**config.mk**
```make
export PLATFORM = sky130hd
export DESIGN_NAME = inst_fifo_mp_flat
export DESIGN_NICKNAME = d
export VERILOG_FILES = /design/src/rtl/inst_fifo_mp_if.sv /design/src/rtl/inst_fifo_mp.sv /design/src/flat_wrapper.sv
export SDC_FILE = /design/constraint.sdc
export NUM_CORES = 2
export LEC_CHECK = 0
export CORE_ASPECT_RATIO = 1.2
export CORE_MARGIN = 3
export CORE_UTILIZATION = 45
export CTS_BUF_LIST = sky130_fd_sc_hd__clkbuf_4 sky130_fd_sc_hd__clkbuf_8
export CTS_CLUSTER_DIAMETER = 50
export DETAILED_ROUTE_END_ITERATION = 12
export RECOVER_POWER = 25
export SLEW_MARGIN = 5
export SYNTH_ARGS = -nofsm -noshare
export SYNTH_HDL_FRONTEND = slang
export SYNTH_SLANG_ARGS = --single-unit
```
**constraint.sdc**
```tcl
create_clock -name clk -period 14.14 [get_ports clk]
set_input_delay 2.828 -clock clk [delete_from_list [all_inputs] [get_ports clk]]
set_output_delay 2.828 -clock clk [all_outputs]
set_load 0.03 [all_outputs]
```
**src/rtl/inst_fifo_mp_if.sv**
```systemverilog
// Bundle of fetch-side push lanes, issue-side pop lanes and status for inst_fifo_mp.
// master = fetch/issue logic driving the queue, slave = the queue itself.
interface inst_fifo_mp_if #(
  parameter int DEPTH  = 16,
  parameter int DATA_W = 32,
  parameter int ADDR_W = 32,
  parameter int PUSH_W = 2,
  parameter int POP_W  = 2
);
  localparam int CNT_W = $clog2(DEPTH + 1);
  localparam int PC_W  = $clog2(PUSH_W + 1);
  localparam int QC_W  = $clog2(POP_W + 1);

  logic                     flush;
  logic [PC_W-1:0]          push_cnt_i;
  logic [PUSH_W*DATA_W-1:0] push_data_i;
  logic [PUSH_W*ADDR_W-1:0] push_addr_i;
  logic [QC_W-1:0]          pop_cnt_i;
  logic [POP_W*DATA_W-1:0]  pop_data_o;
  logic [POP_W*ADDR_W-1:0]  pop_addr_o;
  logic [POP_W-1:0]         pop_valid_o;
  logic [CNT_W-1:0]         count_o;
  logic                     issue_ok_o;
  logic                     full_o;
  logic                     empty_o;
  logic                     ovf_o;
  logic                     udf_o;

  modport master (
    output flush, push_cnt_i, push_data_i, push_addr_i, pop_cnt_i,
    input  pop_data_o, pop_addr_o, pop_valid_o, count_o,
    input  issue_ok_o, full_o, empty_o, ovf_o, udf_o
  );

  modport slave (
    input  flush, push_cnt_i, push_data_i, push_addr_i, pop_cnt_i,
    output pop_data_o, pop_addr_o, pop_valid_o, count_o,
    output issue_ok_o, full_o, empty_o, ovf_o, udf_o
  );
endinterface

```
**src/rtl/inst_fifo_mp.sv**
```systemverilog
// Multi-port instruction queue: PUSH_W lanes in, POP_W head lanes out, explicit occupancy count.
// Define INST_FIFO_BYPASS_EN to forward push lanes straight to pop lanes while the queue is empty.
module inst_fifo_mp #(
  parameter int DEPTH    = 16,
  parameter int DATA_W   = 32,
  parameter int ADDR_W   = 32,
  parameter int PUSH_W   = 2,
  parameter int POP_W    = 2,
  parameter int ISSUE_TH = 3
) (
  input logic           clk,
  input logic           rst,
  inst_fifo_mp_if.slave bus
);
  localparam int PTR_W = $clog2(DEPTH);
  localparam int CNT_W = $clog2(DEPTH + 1);
  localparam int PC_W  = $clog2(PUSH_W + 1);
  localparam int QC_W  = $clog2(POP_W + 1);
  localparam int SUM_W = CNT_W + 1;

  logic [DATA_W-1:0] data_mem [DEPTH];
  logic [ADDR_W-1:0] addr_mem [DEPTH];

  logic [PTR_W-1:0] head_reg, head_next, tail_reg, tail_next;
  logic [CNT_W-1:0] count_reg, count_next;
  logic             ovf_reg, ovf_next, udf_reg, udf_next;

  logic [SUM_W-1:0] push_n, pop_req, avail, pop_n, acc_n, skip_n, head_adv;
  logic             byp_active, accept, wr_en;

  logic [PUSH_W-1:0] lane_we;
  logic [PTR_W-1:0]  lane_idx [PUSH_W];

  always_comb begin
    push_n = (bus.push_cnt_i > PC_W'(PUSH_W)) ? SUM_W'(PUSH_W) : SUM_W'(bus.push_cnt_i);
    pop_req = (bus.pop_cnt_i > QC_W'(POP_W)) ? SUM_W'(POP_W) : SUM_W'(bus.pop_cnt_i);
`ifdef INST_FIFO_BYPASS_EN
    byp_active = (count_reg == '0) && !bus.flush;
`else
    byp_active = 1'b0;
`endif
    // While bypassing, the incoming lanes are what the consumer can pop.
    avail    = SUM_W'(count_reg) + (byp_active ? push_n : '0);
    pop_n    = (pop_req > avail) ? avail : pop_req;
    accept   = push_n <= (SUM_W'(DEPTH) - SUM_W'(count_reg) + pop_n);
    acc_n    = accept ? push_n : '0;
    skip_n   = byp_active ? pop_n : '0;
    head_adv = byp_active ? '0 : pop_n;
    wr_en    = accept && !bus.flush;

    head_next  = head_reg + PTR_W'(head_adv);
    tail_next  = tail_reg + PTR_W'(acc_n - skip_n);
    count_next = CNT_W'(SUM_W'(count_reg) + acc_n - pop_n);
    ovf_next   = ovf_reg | !accept;
    udf_next   = udf_reg | (pop_req > avail);

    if (bus.flush) begin
      head_next  = '0;
      tail_next  = '0;
      count_next = '0;
      ovf_next   = ovf_reg;
      udf_next   = udf_reg;
    end
  end

  always_ff @(posedge clk or negedge rst) begin
    if (!rst) begin
      head_reg  <= '0;
      tail_reg  <= '0;
      count_reg <= '0;
      ovf_reg   <= 1'b0;
      udf_reg   <= 1'b0;
    end else begin
      head_reg  <= head_next;
      tail_reg  <= tail_next;
      count_reg <= count_next;
      ovf_reg   <= ovf_next;
      udf_reg   <= udf_next;
    end
  end

  // Lanes already consumed through the bypass are skipped; the rest pack from tail upward.
  for (genvar gi = 0; gi < PUSH_W; gi++) begin : g_wr
    assign lane_we[gi]  = wr_en && (SUM_W'(gi) >= skip_n) && (SUM_W'(gi) < acc_n);
    assign lane_idx[gi] = tail_reg + PTR_W'(SUM_W'(gi) - skip_n);
  end

  always_ff @(posedge clk) begin
    for (int k = 0; k < PUSH_W; k++) begin
      if (lane_we[k]) begin
        data_mem[lane_idx[k]] <= bus.push_data_i[k*DATA_W +: DATA_W];
        addr_mem[lane_idx[k]] <= bus.push_addr_i[k*ADDR_W +: ADDR_W];
      end
    end
  end

  for (genvar gi = 0; gi < POP_W; gi++) begin : g_rd
    logic [PTR_W-1:0] rd_idx;
    assign rd_idx = head_reg + PTR_W'(gi);
`ifdef INST_FIFO_BYPASS_EN
    if (gi < PUSH_W) begin : g_byp
      assign bus.pop_data_o[gi*DATA_W +: DATA_W] =
        byp_active ? bus.push_data_i[gi*DATA_W +: DATA_W] : data_mem[rd_idx];
      assign bus.pop_addr_o[gi*ADDR_W +: ADDR_W] =
        byp_active ? bus.push_addr_i[gi*ADDR_W +: ADDR_W] : addr_mem[rd_idx];
      assign bus.pop_valid_o[gi] =
        byp_active ? (push_n > SUM_W'(gi)) : (count_reg > CNT_W'(gi));
    end else begin : g_mem
      assign bus.pop_data_o[gi*DATA_W +: DATA_W] = data_mem[rd_idx];
      assign bus.pop_addr_o[gi*ADDR_W +: ADDR_W] = addr_mem[rd_idx];
      assign bus.pop_valid_o[gi] = count_reg > CNT_W'(gi);
    end
`else
    assign bus.pop_data_o[gi*DATA_W +: DATA_W] = data_mem[rd_idx];
    assign bus.pop_addr_o[gi*ADDR_W +: ADDR_W] = addr_mem[rd_idx];
    assign bus.pop_valid_o[gi] = count_reg > CNT_W'(gi);
`endif
  end

  assign bus.count_o    = count_reg;
  assign bus.empty_o    = (count_reg == '0);
  assign bus.full_o     = (SUM_W'(DEPTH) - SUM_W'(count_reg)) < SUM_W'(PUSH_W);
  assign bus.issue_ok_o = count_reg >= CNT_W'(ISSUE_TH);
  assign bus.ovf_o      = ovf_reg;
  assign bus.udf_o      = udf_reg;
endmodule
```
**src/flat_wrapper.sv**
```systemverilog
// flat-port wrapper written by rule: the top's interface ports become plain ports
module inst_fifo_mp_flat 
#(
  parameter int DEPTH    = 16,
  parameter int DATA_W   = 32,
  parameter int ADDR_W   = 32,
  parameter int PUSH_W   = 2,
  parameter int POP_W    = 2,
  parameter int ISSUE_TH = 3
)
  (clk, rst, bus_flush, bus_push_cnt_i, bus_push_data_i, bus_push_addr_i, bus_pop_cnt_i, bus_pop_data_o, bus_pop_addr_o, bus_pop_valid_o, bus_count_o, bus_issue_ok_o, bus_full_o, bus_empty_o, bus_ovf_o, bus_udf_o);
  inst_fifo_mp_if #(.DEPTH(DEPTH), .DATA_W(DATA_W), .ADDR_W(ADDR_W), .PUSH_W(PUSH_W), .POP_W(POP_W)) bus_i ();
  input logic clk;
  input logic rst;
  input wire logic [$bits(bus_i.flush)-1:0] bus_flush;
  input wire logic [$bits(bus_i.push_cnt_i)-1:0] bus_push_cnt_i;
  input wire logic [$bits(bus_i.push_data_i)-1:0] bus_push_data_i;
  input wire logic [$bits(bus_i.push_addr_i)-1:0] bus_push_addr_i;
  input wire logic [$bits(bus_i.pop_cnt_i)-1:0] bus_pop_cnt_i;
  output wire logic [$bits(bus_i.pop_data_o)-1:0] bus_pop_data_o;
  output wire logic [$bits(bus_i.pop_addr_o)-1:0] bus_pop_addr_o;
  output wire logic [$bits(bus_i.pop_valid_o)-1:0] bus_pop_valid_o;
  output wire logic [$bits(bus_i.count_o)-1:0] bus_count_o;
  output wire logic [$bits(bus_i.issue_ok_o)-1:0] bus_issue_ok_o;
  output wire logic [$bits(bus_i.full_o)-1:0] bus_full_o;
  output wire logic [$bits(bus_i.empty_o)-1:0] bus_empty_o;
  output wire logic [$bits(bus_i.ovf_o)-1:0] bus_ovf_o;
  output wire logic [$bits(bus_i.udf_o)-1:0] bus_udf_o;
  assign bus_i.flush = bus_flush;
  assign bus_i.push_cnt_i = bus_push_cnt_i;
  assign bus_i.push_data_i = bus_push_data_i;
  assign bus_i.push_addr_i = bus_push_addr_i;
  assign bus_i.pop_cnt_i = bus_pop_cnt_i;
  assign bus_pop_data_o = bus_i.pop_data_o;
  assign bus_pop_addr_o = bus_i.pop_addr_o;
  assign bus_pop_valid_o = bus_i.pop_valid_o;
  assign bus_count_o = bus_i.count_o;
  assign bus_issue_ok_o = bus_i.issue_ok_o;
  assign bus_full_o = bus_i.full_o;
  assign bus_empty_o = bus_i.empty_o;
  assign bus_ovf_o = bus_i.ovf_o;
  assign bus_udf_o = bus_i.udf_o;
  inst_fifo_mp #(.DEPTH(DEPTH), .DATA_W(DATA_W), .ADDR_W(ADDR_W), .PUSH_W(PUSH_W), .POP_W(POP_W), .ISSUE_TH(ISSUE_TH)) u_core (.clk(clk), .rst(rst), .bus(bus_i));
endmodule
```
==> results.toml <==
[routing]
drtPass1Iterations = 5
drtIter0Drc = 3272
vias = 37330
wirelength_um = 189000
wl_per_cell_um = 32.5
wl_met2_um = 97100
drt-vias-per-instance = 6.40
route.met3.wl_um = 10300
drt-met1-wl_um = 76100
highest_layer = "met5"
ant_nets = 0
drt_drc_violations_left = 0

[critical_path]
startpoint_type = "primary input"
cp_num_buf_inv = 4
cp_max_fo = 38
crit_arrival_ns = 10.43
crit_family = "buffers and inverters"
crit_path_end_kind = "flip-flop"
r2r_slack_ns = 6.34
critPathMaxStageDelay_ns = 2.86
cp_cell_sequence = "dlygate4sd3_1 -> nand2b_1 -> ha_1 -> nand2_1 -> o211ai_1 -> o21ai_0 -> fa_1 -> inv_1 -> ha_1 -> nor2b_1 -> o211ai_1 -> a211oi_4 -> clkbuf_1 -> a21oi_4 -> clkbuf_1 -> mux2_2"
critical_path_required_ns = 14.77
slowest_stage = "clkbuf_1"
criticalPathCategory = "primary input to flip-flop"

[synthesis]
ys_types = 46
synth_top_family_by_area = "multiplexers"
ys_seq_area_frac = 0.511
synth_adder_area_share = 0.00657
syn_area_sq_um = 61000
synthArstFlopShare = 0.0144
synthCells = 3752
synth-simple-area-share = 0.0106
avgSynthCellArea_sq_um = 16.2
muxShareOfSynthArea = 0.398
synth_seq_cells = 1039
yosys_warnings = 0
synth_flop_cell = "edfxtp_1"
synth_edf_count = 1024
synth-xor-area-share = 0.00228
synth_compound_area_frac = 0.0402

[die]
start_util = 0.455
dieWidth_um = 342
ioPinCount = 275
core_sq_um = 134000
die_area_sq_um = 140000
rows = 147
die_y_um = 409

[pwr]
seqPwrFrac = 0.292
p_clk_frac = 0.202
totalPowerFinal_uw = 13300
comb_power_share = 0.506
p_leak_uw = 0.0212
p_per_area_nw_per_um2 = 195
irDropWorstVdd_mv = 0.197
p_switching_uw = 5340
internal_power_uw = 7970
sw_frac_of_total = 0.401

[sta]
drv_slew = 603
fin_tns_setup_ns = 0
skew_ns = 0.0292
rsz0062_at_grt = "no"
slew_headroom = -1.72
period_share = 0.693
fmax_ghz = 0.102
worst_pin_slew_ns = 4.07
period_needed_ns = 9.80
hold_viol = 0
setup_viol = 0
holdWs_ns = 0.499

[cells_and_area]
num-fill-cells = 11295
layout.nets = 4060
final_cells = 5829
final_cell_mix = "mux2_2 (1,040), edfxtp_1 (1,024), mux4_2 (448)"
multi_input_area_sq_um = 28000
final_common_cell = "mux2_2"
area.sequential_sq_um = 31100
area_growth_pct = 12.0
drive_above_1_share = 0.464

[cts]
tritoncts = "yes"
numClockSinks = 1039
cts_htree_levels = 4
ctsHoldBuffers = 0
cts-root-buf = "clkbuf_8"
clock_path_buffers = 3
clk_latency_ns = 0.91
cts_setup_buffers = 0
cts_made_buffers = 179
cts_resized = 0
clkTransAtPathRegs_ns = 0.06

[placement]
portBuffers = 274
dp_cells = 5503
place.gp.congestion = 0.782
dp_hpwl_um = 109000

[status]
violations = "capacitance limit, slew limit"
outcome = "finished with violations"

[grt]
grt_use_total = 0.270
grt_pass1_vias = 39327
grt_max_degree = 67
gr-total-overflow = 0
grt_pass1_wl_um = 277000
grt_antenna_before_repair = 11

[job]
cap_violations = 23

[hold_path]
hold_class = "flip-flop to flip-flop"
## stage by stage
step	setup WS (ns)	utilization	instance area [sq um]
floorplan	0.943	-	61000
global placement	5.14	0.486	65100
detailed placement	5.18	0.486	65100
CTS	4.54	0.511	68500
global route	4.10	0.509	68300
finish	4.34	0.509	68300
## cell usage after synthesis, drive strengths merged (4+ instances only)
library cell | count | share of area
a221oi | 66 | 0.0096
nor4 | 13 | 0.0013
a21o | 8 | 0.00099
ha | 24 | 0.0049
nor2b | 9 | 0.00092
clkbuf | 256 | 0.016
a211oi | 14 | 0.0037
mux2 | 1089 | 0.20
xor2 | 6 | 0.00086
xnor2 | 9 | 0.0014
nand2b | 9 | 0.00092
mux4 | 448 | 0.17
o21ai | 130 | 0.011
nand2 | 76 | 0.0047
inv | 18 | 0.0011
nor3 | 4 | 0.00033
dfrtp | 15 | 0.0062
edfxtp | 1024 | 0.50
mux2i | 193 | 0.032
a22oi | 64 | 0.0079
nor2 | 17 | 0.0010
a21oi | 76 | 0.0064
fa | 5 | 0.0016
buf | 161 | 0.014
## metal layers
metal,up-vias,track usage
li1,15698,-
met1,20067,0.347
met2,1245,0.469
met3,314,0.0427
met4,6,0.0879
met5,-,0
## area by class of cell
| class | count | area share |
|---|---|---|
| Antenna cell | 5 | 0.000183 |
| Clock buffer | 247 | 0.0441 |
| Clock inverter | 74 | 0.00555 |
| Inverter | 18 | 0.000989 |
| Multi-Input combinational cell | 2281 | 0.410 |
| Sequential cell | 1039 | 0.456 |
| Tap cell | 1788 | 0.0328 |
| Timing Repair Buffer | 377 | 0.0500 |
## power groups by stage
stage	clock network, uW	logic [uW]	registers, uW
floorplan	0	4430	3880
detailed placement	0	6830	3940
global placement	0	6810	3930
global route	2880	7100	3900
CTS	2750	6860	3880
finish	2690	6730	3880
## cell families (layout without fill, tap and decap cells)
logic type	count (synthesis)	after routing
flops	1039	1039
other cells	1	9
mux	1730	1730
xor+xnor	15	15
simple gates	140	140
compound gates	363	363
buf+inv	435	716
fa+ha+maj	29	29
## worst register-to-register path, delay by kind of cell, from the launching register on
kind / cells / cell delay (ns)
buffers and inverters: 4 / 3.62
multiplexers: 1 / 0.61
AO/OA/AOI/OAI: 5 / 1.51
flip-flops: 1 / 0.43
adder cells (fa/ha/maj): 3 / 1.10
AND/OR/NAND/NOR: 2 / 0.26
## final timing paths
check,startpoint,cells past startpoint,endpoint
max,bus_pop_cnt_i[1],16,u_core.data_mem[8][11]
min,u_core.bus.udf_o,1,u_core.bus.udf_o
max reg2reg,u_core.bus.count_o[1],15,u_core.data_mem[8][11]
min reg2reg,u_core.bus.udf_o,1,u_core.bus.udf_o
max in group asynchronous,rst,1,u_core.head_reg[3]
min in group asynchronous,rst,1,u_core.tail_reg[3]
No activity file was read; power rests on OpenSTA's default activity.
